**src/rtl/calc_cmd_sched.sv**
```systemverilog
// calc_cmd_sched: keypad-to-core command FIFO and READY/BUSY handshake scheduler.
// Optional CALC_CMD_SCHED_COLLAPSE_EN drops a repeated operator key matching the newest queued entry.
module calc_cmd_sched #(
  parameter int         DEPTH       = 4,
  parameter logic [3:0] PARK_CMD    = 4'b1101,
  parameter int         ACK_TIMEOUT = 64
) (
  input  logic                     clock,
  input  logic                     reset,
  input  logic                     key_valid,
  input  logic [3:0]               key_code,
  output logic                     key_ready,
  input  logic [1:0]               calc_status,
  output logic [3:0]               cmd,
  output logic                     calc_rst,
  output logic [$clog2(DEPTH):0]   fifo_count,
  output logic                     busy,
  output logic                     err,
  output logic                     timeout,
  output logic                     overflow,
  input  logic                     clr_err
);
  localparam int AW = $clog2(DEPTH);
  localparam int TW = $clog2(ACK_TIMEOUT) + 1;
  typedef enum logic [1:0] {IDLE, WAIT_ACK, WAIT_DONE, FAULT} state_t;
  state_t        state_q, state_d;
  logic [3:0]    mem_q [DEPTH];
  logic [AW-1:0] rd_q, rd_d, wr_q, wr_d;
  logic [AW:0]   cnt_q, cnt_d;
  logic [TW-1:0] timer_q, timer_d;
  logic [3:0]    cmd_q, cmd_d;
  logic          calc_rst_q, calc_rst_d, timeout_q, timeout_d, overflow_q, overflow_d;
  logic          key_ready_q, key_ready_d, err_q, err_d;
  logic          full, pop, flush, accept, dup, push;
  always_comb begin
    state_d    = state_q;
    cmd_d      = cmd_q;
    timer_d    = timer_q;
    calc_rst_d = 1'b0;
    timeout_d  = clr_err ? 1'b0 : timeout_q;
    overflow_d = clr_err ? 1'b0 : overflow_q;
    pop        = 1'b0;
    flush      = 1'b0;
    full       = cnt_q == (AW+1)'(DEPTH);
    case (state_q)
      IDLE: if (cnt_q != '0 && calc_status == 2'b10) begin
        pop     = 1'b1;
        cmd_d   = mem_q[rd_q];
        timer_d = '0;
        state_d = WAIT_ACK;
      end
      WAIT_ACK: begin
        if (calc_status == 2'b00) begin
          state_d = FAULT;
          flush   = 1'b1;
          cmd_d   = PARK_CMD;
        end else if (calc_status[0]) begin
          state_d = WAIT_DONE;
          timer_d = '0;
        end else if (timer_q == TW'(ACK_TIMEOUT - 1)) begin
          timeout_d = 1'b1;
          cmd_d     = PARK_CMD;
          state_d   = IDLE;
        end else timer_d = timer_q + 1'b1;
      end
      WAIT_DONE: begin
        if (calc_status == 2'b10) begin
          state_d = IDLE;
          cmd_d   = PARK_CMD;
        end else if (calc_status == 2'b00) begin
          state_d = FAULT;
          flush   = 1'b1;
          cmd_d   = PARK_CMD;
        end
      end
      default: begin
        flush = 1'b1;
        if (clr_err) begin
          calc_rst_d = 1'b1;
          timeout_d  = 1'b0;
          overflow_d = 1'b0;
          state_d    = IDLE;
        end
      end
    endcase
    // a key arriving on a full FIFO is still taken when the head leaves the same cycle
    accept = key_valid && state_q != FAULT && (!full || pop);
    if (key_valid && state_q != FAULT && full && !pop) overflow_d = 1'b1;
`ifdef CALC_CMD_SCHED_COLLAPSE_EN
    dup = cnt_q != '0 && key_code == mem_q[wr_q - AW'(1)] && key_code inside {[4'b1010:4'b1100]};
`else
    dup = 1'b0;
`endif
    push        = accept && !dup && !flush;
    cnt_d       = flush ? '0 : cnt_q + (AW+1)'(push) - (AW+1)'(pop);
    rd_d        = flush ? '0 : rd_q + AW'(pop);
    wr_d        = flush ? '0 : wr_q + AW'(push);
    key_ready_d = state_d != FAULT && cnt_d != (AW+1)'(DEPTH);
    err_d       = state_d == FAULT;
  end
  always_ff @(posedge clock) begin
    if (reset) begin
      state_q     <= IDLE;
      rd_q        <= '0;
      wr_q        <= '0;
      cnt_q       <= '0;
      timer_q     <= '0;
      cmd_q       <= PARK_CMD;
      calc_rst_q  <= 1'b0;
      timeout_q   <= 1'b0;
      overflow_q  <= 1'b0;
      key_ready_q <= 1'b1;
      err_q       <= 1'b0;
    end else begin
      state_q     <= state_d;
      rd_q        <= rd_d;
      wr_q        <= wr_d;
      cnt_q       <= cnt_d;
      timer_q     <= timer_d;
      cmd_q       <= cmd_d;
      calc_rst_q  <= calc_rst_d;
      timeout_q   <= timeout_d;
      overflow_q  <= overflow_d;
      key_ready_q <= key_ready_d;
      err_q       <= err_d;
    end
  end
  always_ff @(posedge clock) if (!reset && push) mem_q[wr_q] <= key_code;
  assign key_ready  = key_ready_q;
  assign cmd        = cmd_q;
  assign calc_rst   = calc_rst_q;
  assign fifo_count = cnt_q;
  assign busy       = state_q != IDLE || cnt_q != '0;
  assign err        = err_q;
  assign timeout    = timeout_q;
  assign overflow   = overflow_q;
endmodule

```
**config.mk**
```make
export PLATFORM = sky130hd
export DESIGN_NAME = calc_cmd_sched
export DESIGN_NICKNAME = d
export VERILOG_FILES = /design/src/rtl/calc_cmd_sched.sv
export SDC_FILE = /design/constraint.sdc
export NUM_CORES = 1
export LEC_CHECK = 0
export BUFFER_PORTS_ARGS = -buffer_cell sky130_fd_sc_hd__buf_2
export CAP_MARGIN = 10
export CELL_PAD_IN_SITES_DETAIL_PLACEMENT = 2
export CELL_PAD_IN_SITES_GLOBAL_PLACEMENT = 2
export CORE_UTILIZATION = 43
export CTS_BUF_LIST = sky130_fd_sc_hd__clkbuf_8
export CTS_CLUSTER_SIZE = 40
export DETAILED_ROUTE_END_ITERATION = 10
export PLACE_DENSITY_LB_ADDON = 0.1
export RECOVER_POWER = 25
export SLEW_MARGIN = 20
export SYNTH_ARGS = -nofsm -noshare
export SYNTH_HDL_FRONTEND = slang
export SYNTH_SLANG_ARGS = --single-unit
```
**constraint.sdc**
```tcl
create_clock -name clock -period 4.56 [get_ports clock]
set_input_delay 0.228 -clock clock [delete_from_list [all_inputs] [get_ports clock]]
set_output_delay 0.228 -clock clock [all_outputs]
set_load 0.1 [all_outputs]
```
# Yosys cells after proc, flatten, opt, wreduce, memory -nomap -nowiden

Memories as Yosys holds them, arrays and structs flattened. A register that Yosys moved wholly into a read port is not among the register bits.
Cells that the tools add are included.

Flip-flop bits (word level): 25
Bits in writable memories: 16
Input bits: 10
Output and inout bits: 13
Memories: 1

Add/subtract/negate cells: 5
Eq/ne operators: 15
Muxes and demuxes: 40
Reductions and logical operators: 26

Memories:

| memory | words | bits a word | rd ports | clocked after memory_dff | wr ports | RTL line | source |
|---|---|---|---|---|---|---|---|
| mem_q  | 4     | 4           | 1        | 1                        | 1        | 27       | `logic [3:0] mem_q [DEPTH];` |

Operator list:

| operator            | number |
|---|---|
| $mux 7              | 4 |
| $mux 4              | 6 |
| $mux 1              | 16 |
| $mux 2              | 8 |
| $ne 3x3->1 const B  | 5 |
| $pmux 7 s2          | 1 |
| $pmux 4 s3          | 1 |
| $logic_and 1x1->1   | 8 |
| $ne 2x2->1 const B  | 4 |
| $add 7x1->7 const B | 1 |
| $eq 7x6->1 const B  | 1 |
| $eq 2x2->1 const B  | 3 |
| $pmux 2 s3          | 1 |
| $reduce_bool 3->1   | 2 |
| $reduce_and 5->1    | 1 |
| $add 2x1->2         | 2 |
| $logic_not 1->1     | 4 |
| $logic_not 2->1     | 2 |
| $reduce_and 4->1    | 1 |
| $reduce_bool 2->1   | 2 |
| $reduce_or 2->1     | 2 |
| $reduce_or 4->1     | 1 |
| $add 3x1->3         | 1 |
| $eq 3x3->1 const B  | 1 |
| 7 further kinds     | 8 |

# Logic depth before layout (Yosys ltp)

Gate-level depths: netlist of the first run.

Depth in word-level cells: 12
Depth in mapped cells: 14

# Worst setup path before layout of the first run

OpenSTA, ideal clock, no wires.

Path kind: register -> register
From: register cnt_q[1] (netlist: fifo_count[1])
To: register key_ready_q (netlist: key_ready)
Setup time: 0.118 ns
Data arrival time: 2.824 ns
Required time: 4.442 ns
Setup slack: 1.618 ns
Stages on the path, launching flop included: 12
Path buffers: 0
Period minus slack after synthesis: 2.942 ns
Cells stage by stage: dfxtp_1 -> nor2_1 -> nand3_1 -> nand3_2 -> ha_1 -> inv_1 -> ha_1 -> fa_1 -> xnor2_1 -> xnor2_1 -> nor2_1 -> a2bb2oi_1

Word-level cells in the longest chain between the ends: 12
Elaborated cells on any way between the ends: 17

Ends and longest elaborated chain:

| item                     | RTL line | source |
|---|---|---|
| start: declaration       | 29       | `logic [AW:0] cnt_q, cnt_d;` |
| start signal: assignment | 118      | `cnt_q <= cnt_d;` |
| $reduce_bool 3->1        | 46       | `IDLE: if (cnt_q != '0 && calc_status == 2'b10) begin` |
| $logic_and 1x1->1        | 46       |  |
| $mux 1                   | 46       |  |
| $mux 1                   | 45       | `case (state_q)` |
| $logic_or 1x1->1         | 87       | `accept = key_valid && state_q != FAULT && (!full \|\| pop);` |
| $logic_and 1x1->1        | 87       |  |
| $logic_and 1x1->1        | 94       | `push = accept && !dup && !flush;` |
| $add 3x1->3              | 95       | `cnt_d = flush ? '0 : cnt_q + (AW+1)'(push) - (AW+1)'(pop);` |
| $sub 3x1->3              | 95       |  |
| $mux 3                   | 95       |  |
| $ne 3x3->1               | 98       | `key_ready_d = state_d != FAULT && cnt_d != (AW+1)'(DEPTH);` |
| $logic_and 1x1->1 *      | 98       |  |
| end signal: assignment   | 124      | `key_ready_q <= key_ready_d;` |
| end: declaration         | 33       | `logic key_ready_q, key_ready_d, err_q, err_d;` |

Mark *: on every way between the ends. The rest lies on a longest branch, timed or not.
A chain may end at the register's enable or synchronous reset.

# Worst setup path after layout of the first run

From: register state_q[1]
To: register key_ready_q (netlist: key_ready)

Word-level cells in the longest chain between the ends: 10
Elaborated cells on any way between the ends: 25

Ends and longest elaborated chain:

| item                                                                | RTL line | source |
|---|---|---|
| start: declaration                                                  | 26       | `state_t state_q, state_d;` |
| start signal: assignment                                            | 115      | `state_q <= state_d;` |
| parallel branches: the longest is 9 deep, another holds $add 3x1->3 | --       |  |
| $logic_and 1x1->1 *                                                 | 98       |  |

Every way passes the cells marked *.

==> results of run 1 <==
synthesized netlist by cell type (4+ instances only):
cell type,n,area (um2)
inv_1,9,33.8
nand3_1,5,25.0
nand2b_1,5,31.3
nor2_1,14,52.6
and3_1,4,25.0
mux4_2,4,90.1
xnor2_1,4,35.0
dfxtp_1,25,500
o21ai_1,4,20.0
a21oi_1,9,45.0
nor3_1,5,25.0
edfxtp_1,16,480
nand2_1,12,45.0
nor2b_1,5,31.3
ha_1,10,125
how the worst max path moves through the flow:
stage,slack (ns),to,cells after the start,startpoint
3_3_place_gp,1.63,key_ready$_SDFF_PP1_,13,state_q[1]$_SDFF_PP0_
4_1_cts,1.33,key_ready$_SDFF_PP1_,13,state_q[1]$_SDFF_PP0_
2_1_floorplan,1.62,key_ready$_SDFF_PP1_,11,fifo_count[1]$_SDFF_PP0_
5_1_grt,1.15,key_ready$_SDFF_PP1_,13,state_q[1]$_SDFF_PP0_
6_report,1.36,key_ready$_SDFF_PP1_,13,state_q[1]$_SDFF_PP0_
3_5_place_dp,1.35,key_ready$_SDFF_PP1_,13,state_q[1]$_SDFF_PP0_
critical path: stages (launching register included):
cell and delay, ns:
dfxtp_1 0.45, inv_1 0.10, ha_1 0.29, or2_1 0.31, a21oi_2 0.29, nand3_2 0.18
ha_1 0.32, inv_1 0.05, ha_1 0.21, fa_1 0.40, xnor2_1 0.19, xnor2_1 0.15
nor2_1 0.07, a2bb2oi_1 0.14
power groups by stage:
stage / clock, mW / sequential [mW] / combinational (mW)
after floorplan: 0 / 0.728 / 0.470
after global placement: 0 / 0.512 / 0.804
after detailed placement: 0 / 0.522 / 0.848
after CTS: 0.237 / 0.513 / 0.853
after global routing: 0.253 / 0.522 / 0.903
final: 0.234 / 0.511 / 0.843
per-stage QoR:
| stage | cells | util (%) |
|---|---|---|
| global placement | 250 | 48.3 |
| global route | 258 | 50.0 |
| detailed placement | 250 | 48.3 |
| CTS | 258 | 50.2 |
| floorplan | 181 | - |
| finish | 258 | 50.0 |
layout make-up:
class / instances / area [um2] / share of cell area (%)
Clock inverter: 3 / 13.8 / 0.619
Sequential cell: 41 / 981 / 44.1
Inverter: 9 / 33.8 / 1.52
Tap cell: 52 / 65.1 / 2.93
Multi-Input combinational cell: 126 / 957 / 43.1
Clock buffer: 5 / 68.8 / 3.10
Timing Repair Buffer: 22 / 104 / 4.67
state kept, by name (all words and copies together) (netlist names), 2 cells and up:
register and count:
wr_q 2, mem_q 16, timer_q 7, rd_q 2
cmd 4, fifo_count 3, state_q 2
routing by layer:
metal  global-route usage [%]  routed length [um]  vias to the layer above
met4                     8.67                 105                        0
met5                        0                   0                        -
met3                     4.42                 133                       12
li1                         -                   -                      707
met2                     42.0                2680                       25
met1                     27.5                2220                      742
cells by family after synthesis:
logic type | Yosys count
fa+ha+maj | 11
compound gates | 33
mux | 5
buf+inv | 14
simple gates | 71
xor+xnor | 6
flops | 41
==> flow_results.org, run 1 <==
** Min path
- Number of cells on the worst hold path :: 1
- The worst hold path begins at key_code[3].
- Hold Path Sink :: mem_q[3][3]$_DFFE_PP_
- The path class of the tightest hold or removal check is input pin to flip-flop.

** Synth
- Sequential elements use 48.6% of the synthesized area.
- Summing the areas of all compound-gate instances in the mapped netlist gives 11.9% of the synthesized area.
- Area fraction in and, or, nand and nor cells after synthesis :: 20.8%
- Yosys printed 0 warnings.
- Post-synthesis instance total :: 181
- Measured against the total synthesized area, the mux share comes to 4.96%.
- Summing the areas of all xor and xnor instances in the mapped netlist gives 2.60% of the synthesized area.
- Number of enable-type register cells in the synthesized netlist :: 16
- The cell area that synthesis handed to floorplanning was 2020 um2.
- The most used flip-flop cell after synthesis is dfxtp_1.
- The number of nets handed over by synthesis was 202.
- Summing the areas of all fa, ha and maj instances in the mapped netlist gives 7.19% of the synthesized area.
- Count of distinct cell types in the synthesized netlist :: 52
- Dominant combinational cell family by area after synthesis :: simple AND/OR/NAND/NOR gates
- Average footprint of a synthesized cell :: 11.2 um2
- Seq cells post-synth :: 41
- Fraction of registers with async set/reset :: 0%

** Place
- Before CTS, the worst setup slack after placement is 1.35 ns.
- Port Buffer Count :: 22
- DP HPWL :: 3980 um
- Final estimated routing congestion in global placement :: 0.737
- Instance area after placement :: 2150 um2

** Timing
- Derived from the worst setup path, the maximum achievable clock frequency is 312 MHz.
- Final Hold Fails :: 0
- Max Clock Skew :: 0.00741 ns
- Number of setup violations in the final report :: 0
- Actual slew at the worst max-slew pin :: 1.16 ns
- Worst path setup slack after routing :: 1.36 ns
- Worst slack on hold paths :: 0.201 ns
- In the final timing run, aggregate negative setup slack is 0 ns.
- The number of max-slew violations in the final report was 0.
- Share of the clock period used by the worst path :: 70.2%
- Measured against its own limit, the worst slew margin works out to 23.1%.
- For the finished layout, the period the worst path requires is 3.20 ns.
- Unrepaired setup endpoints after global routing :: false

** Final layout
- Most frequent cells in the layout :: 25 x dfxtp_1, 17 x buf_2, 16 x edfxtp_1
- Of the cells placed in the final design, the portion with a size suffix greater than 1 is 18.4%.
- Layout-stage area growth over the synthesis result :: 10.1%
- The filler cells instantiated in the layout total 462.
- Net count, final :: 226
- Leading cell type in the layout, fill and taps excluded :: dfxtp_1
- Final Instance Area :: 2220 um2
- 0 antenna diodes ended up in the layout.

** Route
- Number of nets still failing antenna checks after routing :: 0
- In the final routed layout, each cell accounts on average for 19.9 um.
- Vias :: 1486
- The first detailed-routing pass ran for 8 iterations.
- Number of DRC markers in iteration 0 :: 63
- Drt via density :: 5.76
- In the routed design, unresolved DRC markers number 4.
- Routed wire length :: 5140 um

** Clock tree
- Inserted Clock Buffers :: 5
- After clock tree synthesis, the clock-pin slew on the worst setup and hold paths is 0.08 ns.
- CTS tree :: done
- Counting every sink on the clock net gives 41.
- For this design, the CTS-stage hold fixing added 0 buffers.
- For the worst-skew pair, the clock arrives at the later sink with an insertion delay of 0.30 ns.
- Level count of the clock H-tree :: 2
- Maximum number of buffers from clock root to sink :: 2
- Once the clock tree was built, the resizer swapped 0 gates to a different size.
- The cell sitting at the root of the clock tree is a clkbuf_8.
- Post CTS Setup Buffer Count :: 0

** Floorplan
- Std cell rows :: 24
- The die is 70.5 um wide.
- IO Pins :: 23
- The die covers 4970 um2.
- Core area :: 4440 um2
- Overall die height :: 70.5 um
- Initial Util :: 45.4%

** Setup path
- The endpoint identified for the worst register-to-register timing path is key_ready$_SDFF_PP1_.
- Worst Setup End Kind :: flip-flop
- The setup check on the worst reg-to-reg path leaves a slack of 1.36 ns.
- Data arrives at the worst endpoint at 3.44 ns.
- Worst reg2reg path depth :: 13
- The worst register-to-register path begins at state_q[1]$_SDFF_PP0_.
- Of all nets on the critical path, the largest fanout is 9.
- Data on the critical path is required at its endpoint by 4.79 ns.
- Startpoint Class :: flip-flop
- The critical path in this run is classified as flip-flop to flip-flop.

** Power and ir drop
- Worst voltage drop across the vdd grid :: 0.513 mV
- Of the total power, combinational logic draws 53.1%.
- In this run the static leakage power is 0.825 nW.
- The clock network is responsible for 14.7% of the overall power.
- Pwr Total :: 1.59 mW
- Total net switching power :: 807 uW
- The internal power of the cells totals 781 uW.
- Net switching is 50.8% of the power.
- Fraction of power consumed by sequential logic :: 32.2%
- Cell area power density :: 714 nW/um2

** Run status
- Violated checks :: DRC
- Status :: finished, violations left

** Global route
- Total routing usage reported by global routing :: 23.2%
- The number of antenna violations at the first check in global routing came to 0.
- The first global-routing pass estimated 8700 um of wire.
- Remaining global-route overflow :: 0
- Entering global routing, the biggest net connects 15 pins.
- The via count of the first global-routing pass is 1681.

** Run
- Max-Cap Viols :: 0
Note: power is estimated with default switching activity, not from simulation.
==> run 2: changes to the inputs <==
CORE_UTILIZATION = 40   (was 43)
clock period = 3 ns   (was 4.56 ns; I/O delays follow)
==> run 2 against run 1 <==
Compared with the run above:
- the run now ends clean
- critical path type unchanged
- hold slack got worse by 0.077 ns
- non-clock buffer count increased by 7
- cell count increased by 8.5%
- wire length increased by 2.7%
- first-iteration DRC count increased by 40%
- worst setup slack got worse by 1.2 ns
- final area increased by 6.4%
- global-route usage decreased by 1.1 points
- sequential share of layout area decreased by 2.3 points
- die area increased by 7.3%
- core utilization decreased by 0.62 points
- critical path depth unchanged
==> flow_results.org, run 2 (synthesized netlist as in run 1, its figures left out) <==
** Place
- The number of port buffers was 22 (unchanged).
- The weighted congestion at the end of routability-driven global placement was 0.823 (+12%).
- DP HPWL :: 3830 um (-3.8%)
- The instance area at placement came to 2220 um2 (+3.3%).
- The number of instances in the placed design is 272 (+8.8%).
- The pre-CTS setup slack came to -0.0528 ns (-1.41 ns).

** Clock tree
- Post CTS Setup Buffer Count :: 0 (unchanged)
- Clk sinks :: 41 (unchanged)
- TritonCTS built the clock tree.
- In this run the clock root is driven by a clkbuf_8.
- The total number of H-tree levels came to 2 (unchanged).
- The total clock buffers created by CTS is 5 (unchanged).
- The clock transition time at the flip-flop clock pins of the worst setup and hold paths came to 0.09 ns (about the same).
- The later-pin clock latency in the skew report is 0.30 ns (about the same).
- Maximum number of buffers from clock root to sink :: 2 (unchanged)

** Final layout
- The fraction of final layout cells sized beyond drive strength 1 is 24.4% (+6.0 points).
- The final net count is 233 (+3.1%).
- Leading cell type in the layout, fill and taps excluded :: dfxtp_1
- Most frequent cells in the layout :: 23 x dfxtp_1, 17 x buf_2, 16 x edfxtp_1
- # fillers :: 497 (+7.6%)
- Finished Layout Cells :: 280 (+8.5%)
- Number of flip-flops in the largest register :: 16 (unchanged)
- The area of all placed cells without fillers is 2360 um2 (+6.4%).
- Count of antenna diodes in the layout :: 0 (unchanged)
- Register with the most flip-flops :: mem_q
- Compared with the post-synthesis result, the final layout area differs by 17.1%.

** Setup path
- Following the worst setup path forward leads to its endpoint at key_ready$_SDFF_PP1_.
- Critical Path Source :: state_q[0]$_SDFF_PP0_
- Worst Setup End Kind :: flip-flop
- The required arrival time at the worst endpoint is 3.23 ns (-1.56 ns).
- Maximum fanout along the worst path :: 6 (-3)
- R2R Setup Slk :: 0.16 ns (-1.19 ns)
- Worst reg2reg path depth :: 13 (unchanged)
- STA classifies the critical path startpoint as a flip-flop.
- Kind of critical path :: flip-flop to flip-flop
- The arrival time at the worst endpoint is 3.06 ns (-0.38 ns).
- In this run the critical register-to-register path is captured at key_ready$_SDFF_PP1_.
- Reg-to-Reg Start :: state_q[0]$_SDFF_PP0_

** Timing
- The final worst setup slack came to 0.164 ns (-1.19 ns).
- Actual slew at the worst max-slew pin :: 1.17 ns (+0.0112 ns)
- Number of setup violations in the final report :: 0 (unchanged)
- The final cycle utilization of the critical path came to 94.5% (+24 points).
- Final Hold Fails :: 0 (unchanged)
- The final critical path time including I/O delays and setup is 2.84 ns (-0.368 ns).
- The achievable frequency is 353 MHz (+13%).
- The worst hold slack came to 0.125 ns (-0.0765 ns).
- The final clock skew came to 0.00645 ns (-0.000960 ns).
- Setup repair after global routing left no endpoint under its margin.
- The number of max-slew violations in the final report is 0 (unchanged).
- The worst slew margin relative to its limit is 22.4% (-0.74 points).

** Route
- The via count was 1523 (+2.5%).
- The post-detailed-route via-to-cell ratio came to 5.44 (-5.6%).
- Number of nets still failing antenna checks after routing :: 0 (unchanged)
- The average routed wire per standard cell was 18.8 um (-5.4%).
- DRC Markers :: 0 (-4)
- The number of detailed-route iterations in the first pass was 4 (-4).
- Routed wire length :: 5280 um (+2.7%)
- Number of DRC markers in iteration 0 :: 88 (+40%)

** Global route
- Number of antenna violations at the first check in global routing :: 0 (unchanged)
- The total track usage is 22.1% (-1.1 points).
- Global-route wire length before repair :: 8690 um (-0.15%)
- Number of global-route vias before repair :: 1746 (+3.9%)
- The global-route congestion overflow total is 0 (unchanged).
- Maximum number of pins on one net before global-route repair :: 15 (unchanged)

** Floorplan
- Die boundary width :: 73.1 um (+3.6%)
- The vertical die dimension is 73.1 um (+3.6%).
- Core area :: 4790 um2 (+7.7%)
- The count of standard-cell rows is 25 (+4.2%).
- The starting density of the core was 42.2% (-3.2 points).
- IO Pins :: 23 (unchanged)
- The area of the die was 5340 um2 (+7.3%).

** Min path
- The min-delay analysis places its worst path in the category input pin to flip-flop.

** Power and ir drop
- The power density relative to cell area came to 1100 nW/um2 (+54%).
- Worst voltage drop across the vdd grid :: 0.876 mV (+71%)
- The leakage power summed over all cells was 0.872 nW (+5.7%).
- The overall power after layout came to 2.60 mW (+63%).

** Run
- Max-Cap Viols :: 0 (unchanged)

** Run status
- The run finished with clean final reports.
-- run 2: what timing repair did --
| item | in CTS | in global routing |
|---|---|---|
| pin swaps | 1 | 1 |
| gates resized for setup | 3 | 7 |
| endpoints found under the setup margin | 2 | 2 |
| hold buffers | 0 | 0 |
| endpoints found under the hold margin | 0 | 0 |
-- run 2: cell type report --
type / count / area (um2) / share of cell area, %
Tap cell: 67 / 83.8 / 3.54
Sequential cell: 41 / 988 / 41.8
Multi-Input combinational cell: 126 / 987 / 41.7
Inverter: 9 / 33.8 / 1.43
Clock inverter: 3 / 46.3 / 1.96
Clock buffer: 5 / 68.8 / 2.91
Timing Repair Buffer: 29 / 156 / 6.61
-- run 2: worst min-delay path by stage --
stage           startpoint                     to  cells after the start
2_1_floorplan  key_code[0]  mem_q[0][0]$_DFFE_PP_                      0
3_3_place_gp   key_code[3]  mem_q[3][3]$_DFFE_PP_                      1
3_5_place_dp   key_code[3]  mem_q[2][3]$_DFFE_PP_                      1
4_1_cts        key_code[3]  mem_q[0][3]$_DFFE_PP_                      1
5_1_grt        key_code[3]  mem_q[0][3]$_DFFE_PP_                      1
6_report       key_code[3]  mem_q[0][3]$_DFFE_PP_                      1
-- run 2: layer usage --
metal	track usage, %	wire, um	up-vias
met5	0	0	-
met4	7.41	59	0
met3	4.97	127	7
met2	41.7	2910	21
met1	24.1	2180	772
li1	-	-	723
-- run 2: metrics by stage --
stage               utilization, %  setup TNS (ns)
global placement              46.4               0
global route                  49.4               0
finish                        49.4               0
CTS                           48.9               0
floorplan                        -               0
detailed placement            46.4         -0.0528
-- run 2: worst max-delay path, cell delays in order, from the launching register on --
cell       delay [ns]
dfxtp_4          0.39
inv_1            0.07
ha_2             0.21
or2_4            0.29
a21oi_4          0.20
nand3_4          0.13
ha_1             0.32
inv_1            0.05
ha_1             0.18
fa_2             0.36
xnor2_2          0.14
xnor2_1          0.18
nor2_1           0.07
a2bb2oi_1        0.17
-- run 2: power breakdown --
| group | total, mW | internal (mW) | switching, mW |
|---|---|---|---|
| sequential | 0.791 | 0.685 | 0.106 |
| clock | 0.456 | 0.249 | 0.207 |
| combinational | 1.35 | 0.398 | 0.951 |
| total | 2.60 | 1.33 | 1.26 |
==> run 3: changes to the inputs <==
CELL_PAD_IN_SITES_DETAIL_PLACEMENT = 1   (was 2)
==> run 3 against run 2 <==
Compared with the run above:
- combinational power fell by 4%
- total power fell by 2.7%
- clock skew fell by 0.0011 ns
- via count fell by 3.8%
- die area did not move
- sequential power fell by 1%
- fmax rose by 2.3%
- hold slack improved by 0.011 ns
- cell count rose by 0.36%
- critical path type unchanged
- largest cell class unchanged
- largest power group unchanged
- highest routed layer unchanged
==> flow_results.org, run 3 (synthesized netlist as in run 1, its figures left out) <==
** Setup path
- The arrival time at the worst endpoint was 2.95 ns (-0.11 ns).
- The critical path is of the flip-flop to flip-flop type.
- The longest individual stage delay on the worst path is 0.41 ns (+0.02 ns).
- The required arrival time at the worst endpoint was 3.18 ns (-0.05 ns).
- Critical-path cell with the highest stage delay :: fa_1
- Maximum fanout along the worst path :: 6 (unchanged)
- The worst setup path is launched from a flip-flop.
- The signal on the critical path passes through inv_1 > ha_1 > or2_4 > a21oi_2 > nand3_2 > ha_1 > inv_1 > ha_1 > fa_1 > xnor2_2 > xnor2_1 > nor2_1 > a2bb2oi_1.
- Crit path top cell by count :: ha_1
- STA classifies the critical path endpoint as a flip-flop.

** Clock tree
- Clk sinks :: 41 (unchanged)
- CTS tree :: done
- The total number of H-tree levels was 2 (unchanged).
- The total clock buffers created by CTS came to 5 (unchanged).
- Clock latency of the later-clocked register in the worst-skew pair :: 0.29 ns (about the same)
- The count of hold-fix buffers inserted at cts is 0 (unchanged).
- The clock transition time at the flip-flop clock pins of the worst setup and hold paths is 0.09 ns (about the same).
- Maximum number of buffers from clock root to sink :: 2 (unchanged)
- The tree is rooted in a clkbuf_8.

** Timing
- The setup TNS is 0 ns (unchanged).
- Final Hold Fails :: 0 (unchanged)
- The final worst setup slack is 0.228 ns (+0.0638 ns).
- The worst hold slack came to 0.135 ns (+0.0107 ns).
- The number of max-slew violations in the final report came to 0 (unchanged).
- The final clock skew came to 0.00535 ns (-0.00110 ns).
- The number of setup violations in the final report was 0 (unchanged).
- Crit path time final :: 2.77 ns (-0.0638 ns)
- Slew HR :: 22.1% (-0.31 points)
- Actual slew at the worst max-slew pin :: 1.17 ns (+0.00463 ns)
- The achievable frequency was 361 MHz (+2.3%).
- Unrepaired setup endpoints after global routing :: false
- Share of the clock period used by the worst path :: 92.4% (-2.1 points)

** Global route
- The largest net degree at the start of global routing is 15 (unchanged).
- Number of antenna violations at the first check in global routing :: 0 (unchanged)
- Number of global-route vias before repair :: 1546 (-11%)
- The wire length of the first global-routing pass came to 7530 um (-13%).
- The global-route congestion overflow total is 0 (unchanged).
- The total track usage is 18.7% (-3.4 points).

** Route
- DRC Markers :: 0 (unchanged)
- Met2 WL post-DR :: 2360 um (-19%)
- Routed WL per cell :: 15.7 um (-17%)
- Wl on met1 :: 1920 um (-12%)
- Vias :: 1465 (-3.8%)
- Routed signal wires occupy layers up through met4.
- The number of detailed-route iterations in the first pass is 3 (-1).
- The number of antenna-violating nets in the routed design came to 0 (unchanged).
- The total detailed-routing wirelength was 4410 um (-16%).
- Drt via density :: 5.21 (-4.2%)
- The length of routed met3 wiring is 74 um (-42%).
- The number of violations reported at the end of detailed-routing iteration 0 is 43 (-51%).

** Min path
- The min-delay analysis places its worst path in the category input pin to flip-flop.

** Floorplan
- The starting density of the core is 42.2% (unchanged).
- Area enclosed by the die boundary :: 5340 um2 (unchanged)
- Core area :: 4790 um2 (unchanged)
- Std cell rows :: 25 (unchanged)
- The vertical die dimension is 73.1 um (unchanged).
- The x dimension of the die was 73.1 um (unchanged).
- The number of top-level design ports is 23 (unchanged).

** Final layout
- Count of antenna diodes in the layout :: 0 (unchanged)
- Net count, final :: 234 (+0.43%)
- Leading cell type in the layout, fill and taps excluded :: dfxtp_1
- The fraction of final layout cells sized beyond drive strength 1 came to 23.8% (-0.58 points).
- Final design utilization :: 49.1% (-0.31 points)
- The area of all placed cells without fillers came to 2350 um2 (-0.64%).
- More flip-flops sit in one register than any other, and that register is mem_q.
- The number of standard cells in the layout, taps in and fillers out came to 281 (+0.36%).
- Leaving out fill and tap cells, the most frequent cells in the layout are 23 x dfxtp_1, 17 x buf_2, 16 x edfxtp_1.
- Layout-stage area growth over the synthesis result :: 16.4%
- Number of flip-flops in the largest register :: 16 (unchanged)

** Place
- Dpl cells :: 272 (unchanged)
- The HPWL reported at the end of detailed placement was 3360 um (-12%).
- Port Buffer Count :: 22 (unchanged)
- Placement Setup Slack :: 0.0640 ns (+0.117 ns)
- Final estimated routing congestion in global placement :: 0.823 (unchanged)
- The instance area at placement came to 2220 um2 (unchanged).

** Power and ir drop
- Cell area power density :: 1080 nW/um2 (-2.0%)
- The leakage power summed over all cells is 0.879 nW (+0.81%).
- Pwr Total :: 2.53 mW (-2.7%)
- The largest voltage drop on the vdd net was 0.837 mV (-4.5%).

** Run
- Max-Cap Viols :: 0 (unchanged)

** Run status
- The flow ran to the end, and the final reports show no timing, DRC or antenna violations.
-- run 3: cell count changes in the layout (fill, tap and decap cells not counted), sizes merged --
cell  delta
buf      +1
-- run 3: layout make-up --
| type | count | area [um2] |
|---|---|---|
| clock buffers | 5 | 68.8 |
| clock inverters | 3 | 46.3 |
| fillers | 552 | 2440 |
| inverters | 9 | 33.8 |
| multi-input cells | 126 | 967 |
| flip-flops and latches | 41 | 986 |
| well taps | 67 | 83.8 |
| repair buffers | 30 | 164 |
-- run 3: critical path: cells and delay by family (launching register included) --
family | cells | cell delay [ns]
XOR/XNOR | 2 | 0.28
buffers and inverters | 2 | 0.10
flip-flops | 1 | 0.38
AO/OA/AOI/OAI | 2 | 0.27
adder cells (fa/ha/maj) | 4 | 1.11
AND/OR/NAND/NOR | 3 | 0.52
-- run 3: worst paths after layout --
| path | from | end | slack (ns) | cells past startpoint |
|---|---|---|---|---|
| setup / recovery | state_q[0]$_SDFF_PP0_ | key_ready$_SDFF_PP1_ | 0.23 | 13 |
| hold / removal | key_code[3] | mem_q[3][3]$_DFFE_PP_ | 0.14 | 1 |
| setup reg to reg | state_q[0]$_SDFF_PP0_ | key_ready$_SDFF_PP1_ | 0.23 | 13 |
| hold reg to reg | overflow$_SDFF_PP0_ | overflow$_SDFF_PP0_ | 0.48 | 2 |
-- run 3: power by group --
part	leakage, nW	total, mW	switching [mW]	internal [mW]
logic	0.475	1.29	0.904	0.390
registers	0.350	0.780	0.0971	0.683
clock network	0.0543	0.453	0.204	0.249
total	0.879	2.53	1.20	1.32
-- run 3: repair_timing --
item                       4_1_cts  5_1_grt
setup endpoints to repair        0        2
setup buffers                    0        1
resized for setup                0        5
-- run 3: routing by layer --
metal	vias to the layer above	GRT usage (%)
li1	723	-
met1	725	21.7
met3	4	3.73
met5	-	0
met2	13	35.1
met4	0	3.92
